### src/rtl/l1_avgpool_stage.sv
// l1_avgpool_stage
//   Reads the IN_W x IN_W layer-1 feature map from the shared result memory,
//   performs 2x2 stride-2 average pooling with round-half-up, and writes the
//   (IN_W/2) x (IN_W/2) layer-2 map to its own bank.
//
//   Ports:
//     clk       - sole clock, rising edge
//     reset     - synchronous, active-high
//     start     - begins one pooling pass; sampled only while idle
//     busy      - high from the first read cycle through the done cycle
//     done      - one-cycle pulse after the last layer-2 write
//     crd       - layer-1 read strobe
//     caddr_rd  - layer-1 read address, row*IN_W + col
//     cdata_rd  - layer-1 read data, valid the cycle after crd/caddr_rd
//     cwr       - layer-2 write strobe
//     caddr_wr  - layer-2 write address, r*(IN_W/2) + c
//     cdata_wr  - layer-2 write data
//
//   Build option: define AVGPOOL_CLIP_EN to saturate written values at CLIP_MAX.

module l1_avgpool_stage #(
  parameter int              IN_W     = 32,
  parameter int              DATA_W   = 13,
  parameter logic [DATA_W-1:0] CLIP_MAX = 13'h0FF0
) (
  input  logic                     clk,
  input  logic                     reset,
  input  logic                     start,
  output logic                     busy,
  output logic                     done,
  output logic                     crd,
  output logic [2*$clog2(IN_W)-1:0] caddr_rd,
  input  logic [DATA_W-1:0]        cdata_rd,
  output logic                     cwr,
  output logic [2*$clog2(IN_W)-3:0] caddr_wr,
  output logic [DATA_W-1:0]        cdata_wr
);

  localparam int LW    = $clog2(IN_W);
  localparam int CW    = LW - 1;        // output row/col counter width
  localparam int RA_W  = 2 * LW;
  localparam int WA_W  = 2 * LW - 2;
  localparam int ACC_W = DATA_W + 2;    // sum of four pixels never overflows

`ifdef AVGPOOL_CLIP_EN
  localparam bit CLIP_ON = 1'b1;
`else
  localparam bit CLIP_ON = 1'b0;
`endif

  typedef enum logic [1:0] {S_IDLE, S_READ, S_WRITE, S_DONE} state_t;

  state_t            state, state_nx;
  logic [2:0]        n;
  logic [CW-1:0]     r, c;
  logic [ACC_W-1:0]  acc;
  logic [ACC_W-1:0]  rounded;
  logic [DATA_W-1:0] avg, wr_val;
  logic              last_out;
  logic [RA_W-1:0]   rd_addr_now, rd_addr_q;
  logic [WA_W-1:0]   wr_addr_now, wr_addr_q;
  logic [DATA_W-1:0] wr_data_q;

  assign last_out = (r == {CW{1'b1}}) && (c == {CW{1'b1}});

  // Pixel (2r + n[1], 2c + n[0]) of the 2x2 block; row-major concat gives
  // row*IN_W + col directly.
  assign rd_addr_now = {r, n[1], c, n[0]};
  assign wr_addr_now = {r, c};

  assign rounded = acc + ACC_W'(2);
  assign avg     = DATA_W'(rounded >> 2);
  assign wr_val  = (CLIP_ON && (avg > CLIP_MAX)) ? CLIP_MAX : avg;

  // next state
  always_comb begin
    state_nx = state;
    case (state)
      S_IDLE:  if (start) state_nx = S_READ;
      S_READ:  if (n == 3'd4) state_nx = S_WRITE;
      S_WRITE: state_nx = last_out ? S_DONE : S_READ;
      S_DONE:  state_nx = S_IDLE;
      default: state_nx = S_IDLE;
    endcase
  end

  // outputs; addresses and write data hold their last driven value
  always_comb begin
    busy     = (state != S_IDLE);
    done     = (state == S_DONE);
    crd      = (state == S_READ) && (n != 3'd4);
    cwr      = (state == S_WRITE);
    caddr_rd = crd ? rd_addr_now : rd_addr_q;
    caddr_wr = cwr ? wr_addr_now : wr_addr_q;
    cdata_wr = cwr ? wr_val      : wr_data_q;
  end

  always_ff @(posedge clk) begin
    if (reset) begin
      state     <= S_IDLE;
      n         <= '0;
      r         <= '0;
      c         <= '0;
      acc       <= '0;
      rd_addr_q <= '0;
      wr_addr_q <= '0;
      wr_data_q <= '0;
    end else begin
      state     <= state_nx;
      rd_addr_q <= caddr_rd;
      wr_addr_q <= caddr_wr;
      wr_data_q <= cdata_wr;
      case (state)
        S_IDLE: begin
          n   <= '0;
          acc <= '0;
        end
        S_READ: begin
          if (n != 3'd4) n <= n + 3'd1;
          // data for read n-1 arrives while n is presented
          if (n != 3'd0) acc <= acc + ACC_W'(cdata_rd);
        end
        S_WRITE: begin
          n   <= '0;
          acc <= '0;
          c   <= c + 1'b1;                       // wraps at IN_W/2
          if (c == {CW{1'b1}}) r <= r + 1'b1;    // wraps to 0 after last row
        end
        default: ;
      endcase
    end
  end

endmodule
### config.mk
export PLATFORM = sky130hd
export DESIGN_NAME = l1_avgpool_stage
export DESIGN_NICKNAME = d
export VERILOG_FILES = /design/src/rtl/l1_avgpool_stage.sv
export SDC_FILE = /design/constraint.sdc
export NUM_CORES = 1
export LEC_CHECK = 0
export BUFFER_PORTS_ARGS = -buffer_cell sky130_fd_sc_hd__buf_4
export CORE_MARGIN = 5
export CORE_UTILIZATION = 58
export CTS_BUF_LIST = sky130_fd_sc_hd__clkbuf_2
export DETAILED_ROUTE_END_ITERATION = 6
export PLACE_DENSITY = 0.82
export SETUP_SLACK_MARGIN = 0.4
export SYNTH_ARGS = -nofsm -noshare
export SYNTH_HDL_FRONTEND = slang
export SYNTH_SLANG_ARGS = --single-unit
### constraint.sdc
create_clock -name clk -period 3.76 [get_ports clk]
set_input_delay 0.376 -clock clk [delete_from_list [all_inputs] [get_ports clk]]
set_output_delay 0.376 -clock clk [all_outputs]
set_load 0.05 [all_outputs]
# ---- After elaboration in Yosys (flattened, before gate mapping)
# Cells that the tools add are included.
dict set report op_classes {
  addsub 5
  n_mul 0
  n_div 0
  order_cmp 0
  eq_ne 11
  shift 0
  muxes 11
  n_bitwise 0
  reduce_logical 11
}
# operator n
set ops {}
lappend ops {{case mux 15 bit (2 select lines)} 1}
lappend ops {{adder 15 x 13 -> 15 bit} 1}
lappend ops {{adder 15 x 2 -> 15 bit (second input constant)} 1}
lappend ops {{2-to-1 mux 15 bit} 1}
lappend ops {{2-to-1 mux 13 bit} 1}
lappend ops {{2-to-1 mux 10 bit} 1}
lappend ops {{adder 4 x 1 -> 4 bit (second input constant)} 2}
lappend ops {{equality test 4 bit (second input constant)} 2}
lappend ops {{2-to-1 mux 8 bit} 1}
lappend ops {{case mux 2 bit (4 select lines)} 1}
lappend ops {{AND reduction 2 bit} 4}
lappend ops {{2-to-1 mux 2 bit} 3}
lappend ops {{case mux 3 bit (2 select lines)} 1}
lappend ops {{equality test 2 bit (second input constant)} 2}
lappend ops {{!= test 2 x 1 -> 1 bit (second input constant)} 2}
lappend ops {{!= test 2 bit (second input constant)} 2}
lappend ops {{nonzero test 2 bit} 2}
lappend ops {{adder 3 x 1 -> 3 bit (second input constant)} 1}
lappend ops {{equality test 3 bit (second input constant)} 1}
lappend ops {{2-to-1 mux 3 bit} 1}
lappend ops {{!= test 3 bit (second input constant)} 1}
lappend ops {{nonzero test 3 bit} 1}
lappend ops {{equality test 2 x 1 -> 1 bit (second input constant)} 1}
lappend ops {{logical AND 1 bit} 2}
lappend ops {{2 further kinds} 2}
dict set report word_totals {
  register_bits 59
  latch_bits 0
  ram_bits 0
  mem_bits_ro 0
  out_inout_bits 35
  wordCells 46
  memories 0
}

# ---- Longest topological paths before layout
# Gate-level depths: netlist of run 1.
dict set report depth {
  word_depth 4
  mapped_depth 9
}

# ---- Least setup slack after synthesis of run 1
# Ideal clock, no wire load.
dict set report synth_timing {
  path_kind {register -> output}
  startpoint {register acc[1]}
  endpoint {output port cdata_wr[9]}
  t_arrival_ps 2297
  required_ps 3384
  slack_ps 1087
  path_stages_with_launch 7
  path_buffers 0
  cell_sequence {dfxtp_1 -> ha_1 -> nand3_1 -> nor2_1 -> and4_1 -> xnor2_1 -> o21ai_0}
}
dict set report synth_between {
  elab_chain_len 2
}
# element line_no
set synth_rtl {}
lappend synth_rtl {{start: declaration} 56} ;# logic [ACC_W-1:0] acc;
lappend synth_rtl {{start signal: assignment} 121} ;# if (n != 3'd0) acc <= acc + ACC_W'(cdata_rd);
lappend synth_rtl {{adder 15 x 2 -> 15 bit} 71} ;# assign rounded = acc + ACC_W'(2);
lappend synth_rtl {{2-to-1 mux 13 bit} 95} ;# cdata_wr = cwr ? wr_val : wr_data_q;
lappend synth_rtl {{end: declaration} 36} ;# output logic [DATA_W-1:0] cdata_wr
# Every way passes these cells.

# ---- Worst setup path in the final report of run 1
dict set report layout_timing {
  startpoint {register state[0]}
  endpoint {output port caddr_rd[6]}
}
dict set report layout_between {
  elab_chain_len 3
}
# element line_no
set layout_rtl {}
lappend layout_rtl {{start: declaration} 53} ;# state_t state, state_nx;
lappend layout_rtl {{start signal: assignment} 109} ;# state <= state_nx;
lappend layout_rtl {{equality test 2 x 1 -> 1 bit} 91} ;# crd = (state == S_READ) && (n != 3'd4);
lappend layout_rtl {{logical AND 1 bit} 91}
lappend layout_rtl {{2-to-1 mux 10 bit} 93} ;# caddr_rd = crd ? rd_addr_now : rd_addr_q;
lappend layout_rtl {{end: declaration} 32} ;# output logic [2*$clog2(IN_W)-1:0] caddr_rd,
# Every way passes these cells.

==> results of run 1 <==
metal layers:
layer	up-vias	share of wire (%)	track usage, %
li1	1418	-	-
met1	1267	47	28.4
met2	69	47	34.0
met3	10	5.0	4.12
met4	0	1.5	9.15
met5	-	0	0
kinds of logic (layout without fill, tap and decap cells):
group                      Yosys count  in the layout  synth area share (%)
and+or+nand+nor                    188            188                  28.1
AOI/OAI and AO/OA                   73             73                  13.9
DFF                                 59             59                  38.5
xor gates and xnor gates            27             27                  7.71
buffers and inverters               21             75                  2.65
adders and majority gates           19             19                  7.99
muxes                                3              3                  1.06
synthesized netlist by cell type, types with 2 or more instances:
cell      number
a211oi_1       4
a21o_1         2
a21oi_1       32
and2_1         2
and3_1         3
and4_1         2
buf_2          2
clkbuf_1      11
dfxtp_1       59
ha_1          18
inv_1          7
nand2_1       92
nand2b_1       4
nand3_1       15
nand4_1        4
nand4b_1       2
nor2_1        30
nor2b_1       25
nor3_1         2
nor4_1         2
o21ai_0       22
or3_1          2
xnor2_1       14
xor2_1        13
worst min-delay path: stages:
cell	delay [ns]
buf_4	0.11
nor2_1	0.14
a211oi_1	0.07
cell type report:
| type | instances | area, sq um | share of cell area, % |
|---|---|---|---|
| multi-input cells | 310 | 1810 | 50.2 |
| flip-flops and latches | 59 | 1180 | 32.9 |
| repair buffers | 51 | 383 | 10.7 |
| well taps | 70 | 87.6 | 2.44 |
| clock inverters | 6 | 56.3 | 1.57 |
| clock buffers | 10 | 50.0 | 1.39 |
| inverters | 8 | 30.0 | 0.836 |
power by group through the flow:
stage	clock (uW)	combinational [uW]	sequential (uW)
finish	386	134	643
global route	413	149	645
CTS	389	134	643
detailed placement	0	134	656
global placement	0	132	656
floorplan	0	97.9	651
flip-flops by register name, indices dropped and copies added (netlist names):
register / flops
wr_addr_q: 8
n: 3
r: 4
state: 2
rd_addr_q: 10
wr_data_q: 13
c: 4
acc: 15
how the worst max path moves through the flow:
stage                  end  slack [ns]  cells after the start      from
2_1_floorplan  cdata_wr[9]        1.09                      6    acc[1]
3_3_place_gp   caddr_rd[9]        1.35                      6  state[0]
3_5_place_dp   caddr_rd[6]        1.35                      6  state[0]
4_1_cts        caddr_rd[6]        0.79                      6  state[0]
5_1_grt        caddr_rd[9]        0.47                      6  state[0]
6_report       caddr_rd[6]        0.78                      6  state[0]
through the flow:
stage / instance area [sq um] / hold WS, ns / std cells / util [%]
floorplan: 3070 / 0.444 / 390 / -
global placement: 3490 / 0.451 / 498 / 68.3
detailed placement: 3490 / 0.456 / 498 / 68.3
CTS: 3590 / 0.238 / 514 / 70.4
global route: 3590 / 0.287 / 514 / 70.4
finish: 3590 / 0.256 / 514 / 70.4
==> flow_summary.ini, run 1 <==
[route]
final_antenna_net_count = 0
drc = 0
vias_per_cell = 5.38
routedWlPerCell_um = 13.3
wl_um = 6850
via_count = 2764
first_iter_violations = 154
first_pass_iters = 5

[critical_path]
reg2reg_slack_ns = 1.45
r2r-end = acc[13]
critical-path-max-stage-delay_ns = 0.62
critPathBufInv = 2
arrival_ns = 2.60
critPathTopFamily = simple AND/OR/NAND/NOR gates
rr_worst_depth = 7
crit_chain = nor2b_1, nand2_1, inv_1, nand2_1, nand2_1, buf_4
crit_path_end_kind = primary output
crit_slowest_cell = dfxtp_1
worst_setup_path_start_kind = register
cp.required_ns = 3.38
worst_path_most_repeated_cell = nand2_1
critPathMaxFanout = 16
crit_type = register to primary output
reg2reg_from = acc[3]

[hold_path]
hold_start = start
holdPathEnd = state[0]
hp-class = input pin to register
whs_path_depth = 3

[place]
gp_congestion = 0.936
pre_cts_slack_ns = 1.35
io_buffers = 50
dpl.hpwl_um = 4950

[power_and_ir_drop]
clkPwrFrac_pct = 33.2
p_leak_uw = 0.00154
p_total_uw = 1160
power.internal_uw = 830
ir_worst_vdd_mv = 0.210
combPwrFrac_pct = 11.5
powerDensity_nw_per_um2 = 324
p_sw_uw = 333
p_sw_share_pct = 28.6
pwr-share-seq_pct = 55.3

[global_routing]
grt_usage_pct = 21.4
grt_pass1_vias = 2598
grt_overflow = 0
grt_pass1_wl_um = 11300
grt_max_degree = 53
antenna_found_initial = 0

[floorplanning]
die_y_um = 82.7
rows = 26
initial_core_util_pct = 60.1
ios = 51
die_area_sq_um = 6840
die_w_um = 82.7
core_sq_um = 5110

[yosys]
synth_seq_area_share_pct = 38.5
synthArstFlopShare_pct = 0
yosys_register_bits = 59
synth.top_cell.area_share_pct = 38.5
synth_warnings = 0
synth_area_leaders = dfxtp_1 (38%), nand2_1 (11%), ha_1 (7.3%)
synth_edf_count = 0
synth_ff_type = dfxtp_1
synth_nets = 425
netlist_instances = 390
netlist_area_sq_um = 3070
avgSynthCellArea_sq_um = 7.87
yosys.area.top_type = dfxtp_1
yosysUniqueCellTypes = 45

[finish]
num_antenna_cells = 0
fillers = 447
layout_common_cells = nand2_1 (92), dfxtp_1 (59), buf_4 (51), a21oi_1 (32), nor2_1 (30)
synthToLayoutAreaGrowth_pct = 17.1
final_common_cell = nand2_1
nets = 474
drive_gt1_share_pct = 15.5

[clock_network]
cts-root-buf = clkbuf_2
cts_tree = done
cts_made_buffers = 9
htree_num_levels = 3
clk_pin_slew_ns = 0.16
cts_num_sinks = 59
cts_setup_buffers = 0
clkLatencyLatePin_ns = 0.49
cts.hold.buffers_added = 0
cts_resized = 0
cts_buffer_depth = 2

[sta]
rsz0062_at_grt = no
finalWorstSetupSlack_ns = 0.784
layout_min_cycle_time_ns = 2.98
setup_viol_count_final = 0
hold_violations = 0
drv_slew = 0
setup_tns_ns = 0
clock_skew_ns = 0.0326
max_freq_ghz = 0.336
maxSlewHeadroom_pct = 63.3
tightest_slew_ns = 0.550
finalCritPeriodShare_pct = 79.2

[run]
maxCapViolations = 0

[run_status]
run_status = finished clean
Power figures use the tool's default switching activity.
==> inputs of run 2 (changes only) <==
--- a/config.mk
+++ b/config.mk
@@ -7,10 +7,10 @@
 export LEC_CHECK = 0
 export BUFFER_PORTS_ARGS = -buffer_cell sky130_fd_sc_hd__buf_4
 export CORE_MARGIN = 5
-export CORE_UTILIZATION = 58
+export CORE_UTILIZATION = 53
 export CTS_BUF_LIST = sky130_fd_sc_hd__clkbuf_2
 export DETAILED_ROUTE_END_ITERATION = 6
-export PLACE_DENSITY = 0.82
+export PLACE_DENSITY = 0.79
 export SETUP_SLACK_MARGIN = 0.4
 export SYNTH_ARGS = -nofsm -noshare
 export SYNTH_HDL_FRONTEND = slang
==> constraint.sdc (replaced) <==
create_clock -name clk -period 2.5 [get_ports clk]
set_input_delay 0.25 -clock clk [delete_from_list [all_inputs] [get_ports clk]]
set_output_delay 0.25 -clock clk [all_outputs]
set_load 0.05 [all_outputs]
==> flow_summary.ini, run 2 (synthesis results as in run 1) <==
[route]
first_iter_violations = 259
routedWlPerCell_um = 14.9
wl_um = 8040
first_pass_iters = 4
via_count = 2982
drc = 0
final_antenna_net_count = 0
vias_per_cell = 5.54

[clock_network]
cts_tree = done
cts_buffer_depth = 2
clk_pin_slew_ns = 0.17
cts-root-buf = clkbuf_2
htree_num_levels = 3
clkLatencyLatePin_ns = 0.48
cts_num_sinks = 59
cts_made_buffers = 9

[floorplanning]
rows = 27
die_area_sq_um = 7410
die_w_um = 86.1
die_y_um = 86.1
ios = 51
initial_core_util_pct = 55.0
core_sq_um = 5570

[power_and_ir_drop]
powerDensity_nw_per_um2 = 472
ir_worst_vdd_mv = 0.310
p_leak_uw = 0.00172
p_total_uw = 1940

[sta]
finalCritPeriodShare_pct = 88.8
tightest_slew_ns = 0.550
maxSlewHeadroom_pct = 63.3
clock_skew_ns = 0.0127
rsz0062_at_grt = yes
max_freq_ghz = 0.450
setup_tns_ns = 0
setup_viol_count_final = 0
hold_violations = 0
finalWorstSetupSlack_ns = 0.280
drv_slew = 0
layout_min_cycle_time_ns = 2.22

[place]
dpl.hpwl_um = 5110
dp.cells = 501
gp_congestion = 0.870
pre_cts_slack_ns = 0.270
io_buffers = 50

[critical_path]
arrival_ns = 1.97
cp.required_ns = 2.25
crit_path_end_kind = primary output
crit_type = register to primary output
critPathLaunch = acc[3]
worst_setup_path_start_kind = register
reg2reg_from = acc[1]
rr_worst_depth = 8
crit_path_end = cdata_wr[10]
critPathMaxFanout = 5
reg2reg_slack_ns = 0.33
r2r-end = acc[13]

[finish]
synthToLayoutAreaGrowth_pct = 34.2
reg.largest.list = acc (15), wr_data_q (13), rd_addr_q (10)
fin_util_pct = 73.8
drive_gt1_share_pct = 30.5
num_antenna_cells = 0
nets = 496
multi_input_area_sq_um = 1970
fillers = 406
seq_area_sq_um = 1220
stdcell_count = 538
largest_reg_flops = 15
top_register = acc
layout_common_cells = nand2_1 (82), buf_4 (52), dfxtp_1 (45), a21oi_1 (30), nor2_1 (26)
final_common_cell = nand2_1

[global_routing]
grt_usage_pct = 21.4
grt_pass1_vias = 2735
grt_overflow = 0
grt_pass1_wl_um = 12700
antenna_found_initial = 0
grt_max_degree = 53

[run]
maxCapViolations = 0

[hold_path]
hp-class = input pin to register

[run_status]
run_status = finished clean
-- run 2: changes by cell type in the layout (fill, tap and decap cells not counted), sizes merged --
cell,change
inv,-1
bufinv,+1
buf,+21
clkinvlp,+3
clkinv,-3
clkbuf,+1
-- run 2: metal layers --
| metal | track usage (%) | share of wire [%] | vias up |
|---|---|---|---|
| li1 | - | - | 1483 |
| met1 | 29.6 | 45 | 1381 |
| met2 | 32.8 | 47 | 102 |
| met3 | 4.42 | 6.3 | 16 |
| met4 | 7.91 | 2.0 | 0 |
| met5 | 0 | 0 | - |
-- run 2: per-stage QoR --
stage          area, sq um  hold slack, ns
6_report              4120          0.0943
5_1_grt               4120          0.0888
4_1_cts               3910           0.104
3_5_place_dp          3510           0.457
3_3_place_gp          3510           0.451
2_1_floorplan         3080           0.444
-- run 2: layout make-up --
| class | count | area share, % |
|---|---|---|
| multi-input cells | 310 | 47.9 |
| repair buffers | 72 | 15.9 |
| repair inverters | 1 | 0.182 |
| inverters | 8 | 1.00 |
| clock inverters | 5 | 1.88 |
| flip-flops and latches | 59 | 29.5 |
| clock buffers | 11 | 1.34 |
| well taps | 72 | 2.19 |
-- run 2: worst max-delay path, cell delays in order (launching register included) --
cell     delay, ns
dfxtp_4       0.41
nand4_1       0.19
nor2_2        0.15
buf_4         0.13
nand2_1       0.06
xnor2_1       0.12
mux2_4        0.28
buf_8         0.15
-- run 2: report_power, final --
group          total (uW)  switching (uW)  internal (uW)
logic                 289             171            117
clock network         694             358            336
registers             960            13.3            947
-- run 2: worst min-delay path by stage --
| stage | startpoint | endpoint | slack, ns | depth (start not counted) |
|---|---|---|---|---|
| after detailed placement | wr_addr_q[7] | wr_addr_q[7] | 0.46 | 2 |
| final | start | state[0] | 0.09 | 3 |
| after floorplan | wr_addr_q[0] | wr_addr_q[0] | 0.44 | 2 |
| after global placement | wr_addr_q[5] | wr_addr_q[5] | 0.45 | 2 |
| after global routing | start | state[0] | 0.09 | 3 |
| after CTS | start | state[0] | 0.10 | 3 |
-- run 2: timing repair --
item	4_1_cts	5_1_grt
buffers inserted	10	9
gates resized for setup	54	44
gates cloned	2	0
pin swaps	6	19
endpoints found under the setup margin	34	36
hold buffers	0	0
==> inputs of run 3 (changes only) <==
--- a/config.mk
+++ b/config.mk
@@ -6,6 +6,7 @@
 export NUM_CORES = 1
 export LEC_CHECK = 0
 export BUFFER_PORTS_ARGS = -buffer_cell sky130_fd_sc_hd__buf_4
+export CORE_ASPECT_RATIO = 0.8
 export CORE_MARGIN = 5
 export CORE_UTILIZATION = 53
 export CTS_BUF_LIST = sky130_fd_sc_hd__clkbuf_2
==> flow_summary.ini, run 3 (synthesis results as in run 1) <==
[clock_network]
htree_num_levels = 3
cts_buffer_depth = 2
cts_made_buffers = 9
clk_pin_slew_ns = 0.20
clkLatencyLatePin_ns = 0.52
cts_tree = done
cts_num_sinks = 59
cts-root-buf = clkbuf_2

[sta]
maxSlewHeadroom_pct = 64.4
max_freq_ghz = 0.413
rsz0062_at_grt = yes
setup_tns_ns = 0
tightest_slew_ns = 0.534
hold_violations = 0
finalCritPeriodShare_pct = 96.8
drv_slew = 0
layout_min_cycle_time_ns = 2.42
clock_skew_ns = 0.0299
setup_viol_count_final = 0

[place]
gp_congestion = 0.855
dpl.hpwl_um = 5230
dp.cells = 508
dpl_cell_area_sq_um = 3520
io_buffers = 50

[power_and_ir_drop]
p_sw_share_pct = 29.6
p_sw_uw = 594
power.internal_uw = 1410
combPwrFrac_pct = 15.5
pwr-share-seq_pct = 48.0
ir_worst_vdd_mv = 0.364
clkPwrFrac_pct = 36.5
powerDensity_nw_per_um2 = 469
p_leak_uw = 0.00179

[finish]
drive_gt1_share_pct = 34.6
top_register = acc
fillers = 365
synthToLayoutAreaGrowth_pct = 39.7
num_antenna_cells = 0
reg.largest.list = acc (15), wr_data_q (13), rd_addr_q (10)
fin_util_pct = 77.6
stdcell_count = 552
final_common_cell = nand2_1
layout_common_cells = nand2_1 (73), buf_4 (55), dfxtp_1 (48), a21oi_1 (28), nor2_1 (25)
nets = 504
finalInstanceArea_sq_um = 4290
largest_reg_flops = 15
seq_area_sq_um = 1200
multi_input_area_sq_um = 2050

[critical_path]
crit_path_end_kind = primary output
reg2reg_from = acc[1]
worst_setup_path_start_kind = register
r2r-end = acc[13]
rr_worst_depth = 8
crit_type = register to primary output
critPathLaunch = acc[9]
cp.required_ns = 2.25
arrival_ns = 2.17
crit_path_end = cdata_wr[12]
reg2reg_slack_ns = 0.31
critPathMaxFanout = 6

[route]
first_pass_iters = 6
final_antenna_net_count = 0
drc = 0
via_count = 3189
first_iter_violations = 366
routedWlPerCell_um = 17.5
wl_um = 9650
vias_per_cell = 5.78

[hold_path]
hp-class = input pin to register

[floorplanning]
core_sq_um = 5530
ios = 51
die_w_um = 95.1
die_y_um = 78.1
initial_core_util_pct = 55.5
rows = 24
die_area_sq_um = 7420

[global_routing]
grt_pass1_wl_um = 12700
grt_pass1_vias = 2779
grt_usage_pct = 21.7
antenna_found_initial = 0
grt_overflow = 0
grt_max_degree = 53

[run_status]
run_status = finished clean

[run]
maxCapViolations = 0
==> run 3: cell types whose count changed in the layout (fill, tap and decap cells not counted), moves of 3 or more <==
cell      change
nand2_1       -9
nand2_2       +8
buf_6         +4
buf_4         +3
clkinv_4      +3
dfxtp_1       +3
dfxtp_4       -3
nor2_4        +3
==> run 3: cell type report <==
cell class	instances	share of cell area (%)
well taps	78	2.28
repair inverters	1	0.175
inverters	8	0.847
repair buffers	80	17.3
clock inverters	7	2.34
clock buffers	9	1.05
multi-input cells	310	47.9
flip-flops and latches	59	28.1
==> run 3: how the worst min path moves through the flow <==
| stage | start | endpoint | slack (ns) | cells after the start |
|---|---|---|---|---|
| after detailed placement | wr_addr_q[7] | wr_addr_q[7] | 0.46 | 2 |
| after CTS | start | state[1] | 0.1 | 3 |
| after global routing | start | state[0] | 0.12 | 3 |
| after floorplan | wr_addr_q[0] | wr_addr_q[0] | 0.44 | 2 |
| after global placement | wr_addr_q[3] | wr_addr_q[3] | 0.45 | 2 |
| final | start | state[0] | 0.15 | 3 |
==> run 3: through the flow <==
step / setup WS (ns) / total power [uW] / hold slack, ns
finish: 0.0798 / 2010 / 0.148
floorplan: 0.288 / 1130 / 0.444
detailed placement: 0.268 / 1190 / 0.458
global route: -0.0246 / 2080 / 0.120
CTS: 0.246 / 1930 / 0.0987
global placement: 0.350 / 1190 / 0.451
==> run 3: repair_timing <==
action | 4_1_cts | 5_1_grt
hold buffers | 0 | 0
pin swaps | 6 | 35
gates cloned | 1 | 1
endpoints found under the setup margin | 35 | 38
gates resized for setup | 53 | 65
setup buffers | 8 | 18
==> run 3: worst max-delay path, cell delays in order, from the launching register on <==
cell and delay, ns:
dfxtp_1 0.56, and4_1 0.34, nand4_1 0.17, xnor2_1 0.20, nor2_1 0.07, nor2_1 0.15
buf_6 0.18
==> run 3: routing by layer <==
layer / share of wire, % / track usage (%)
met1: 43 / 29.9
met2: 47 / 32.3
met3: 7.9 / 6.31
met4: 3.0 / 7.93
met5: 0 / 0
==> run 3: power groups by stage <==
stage	clock, uW	combinational [uW]	sequential [uW]
after floorplan	0	148	979
after global placement	0	205	986
after detailed placement	0	208	987
after CTS	726	240	961
after global routing	783	330	965
final	734	311	964
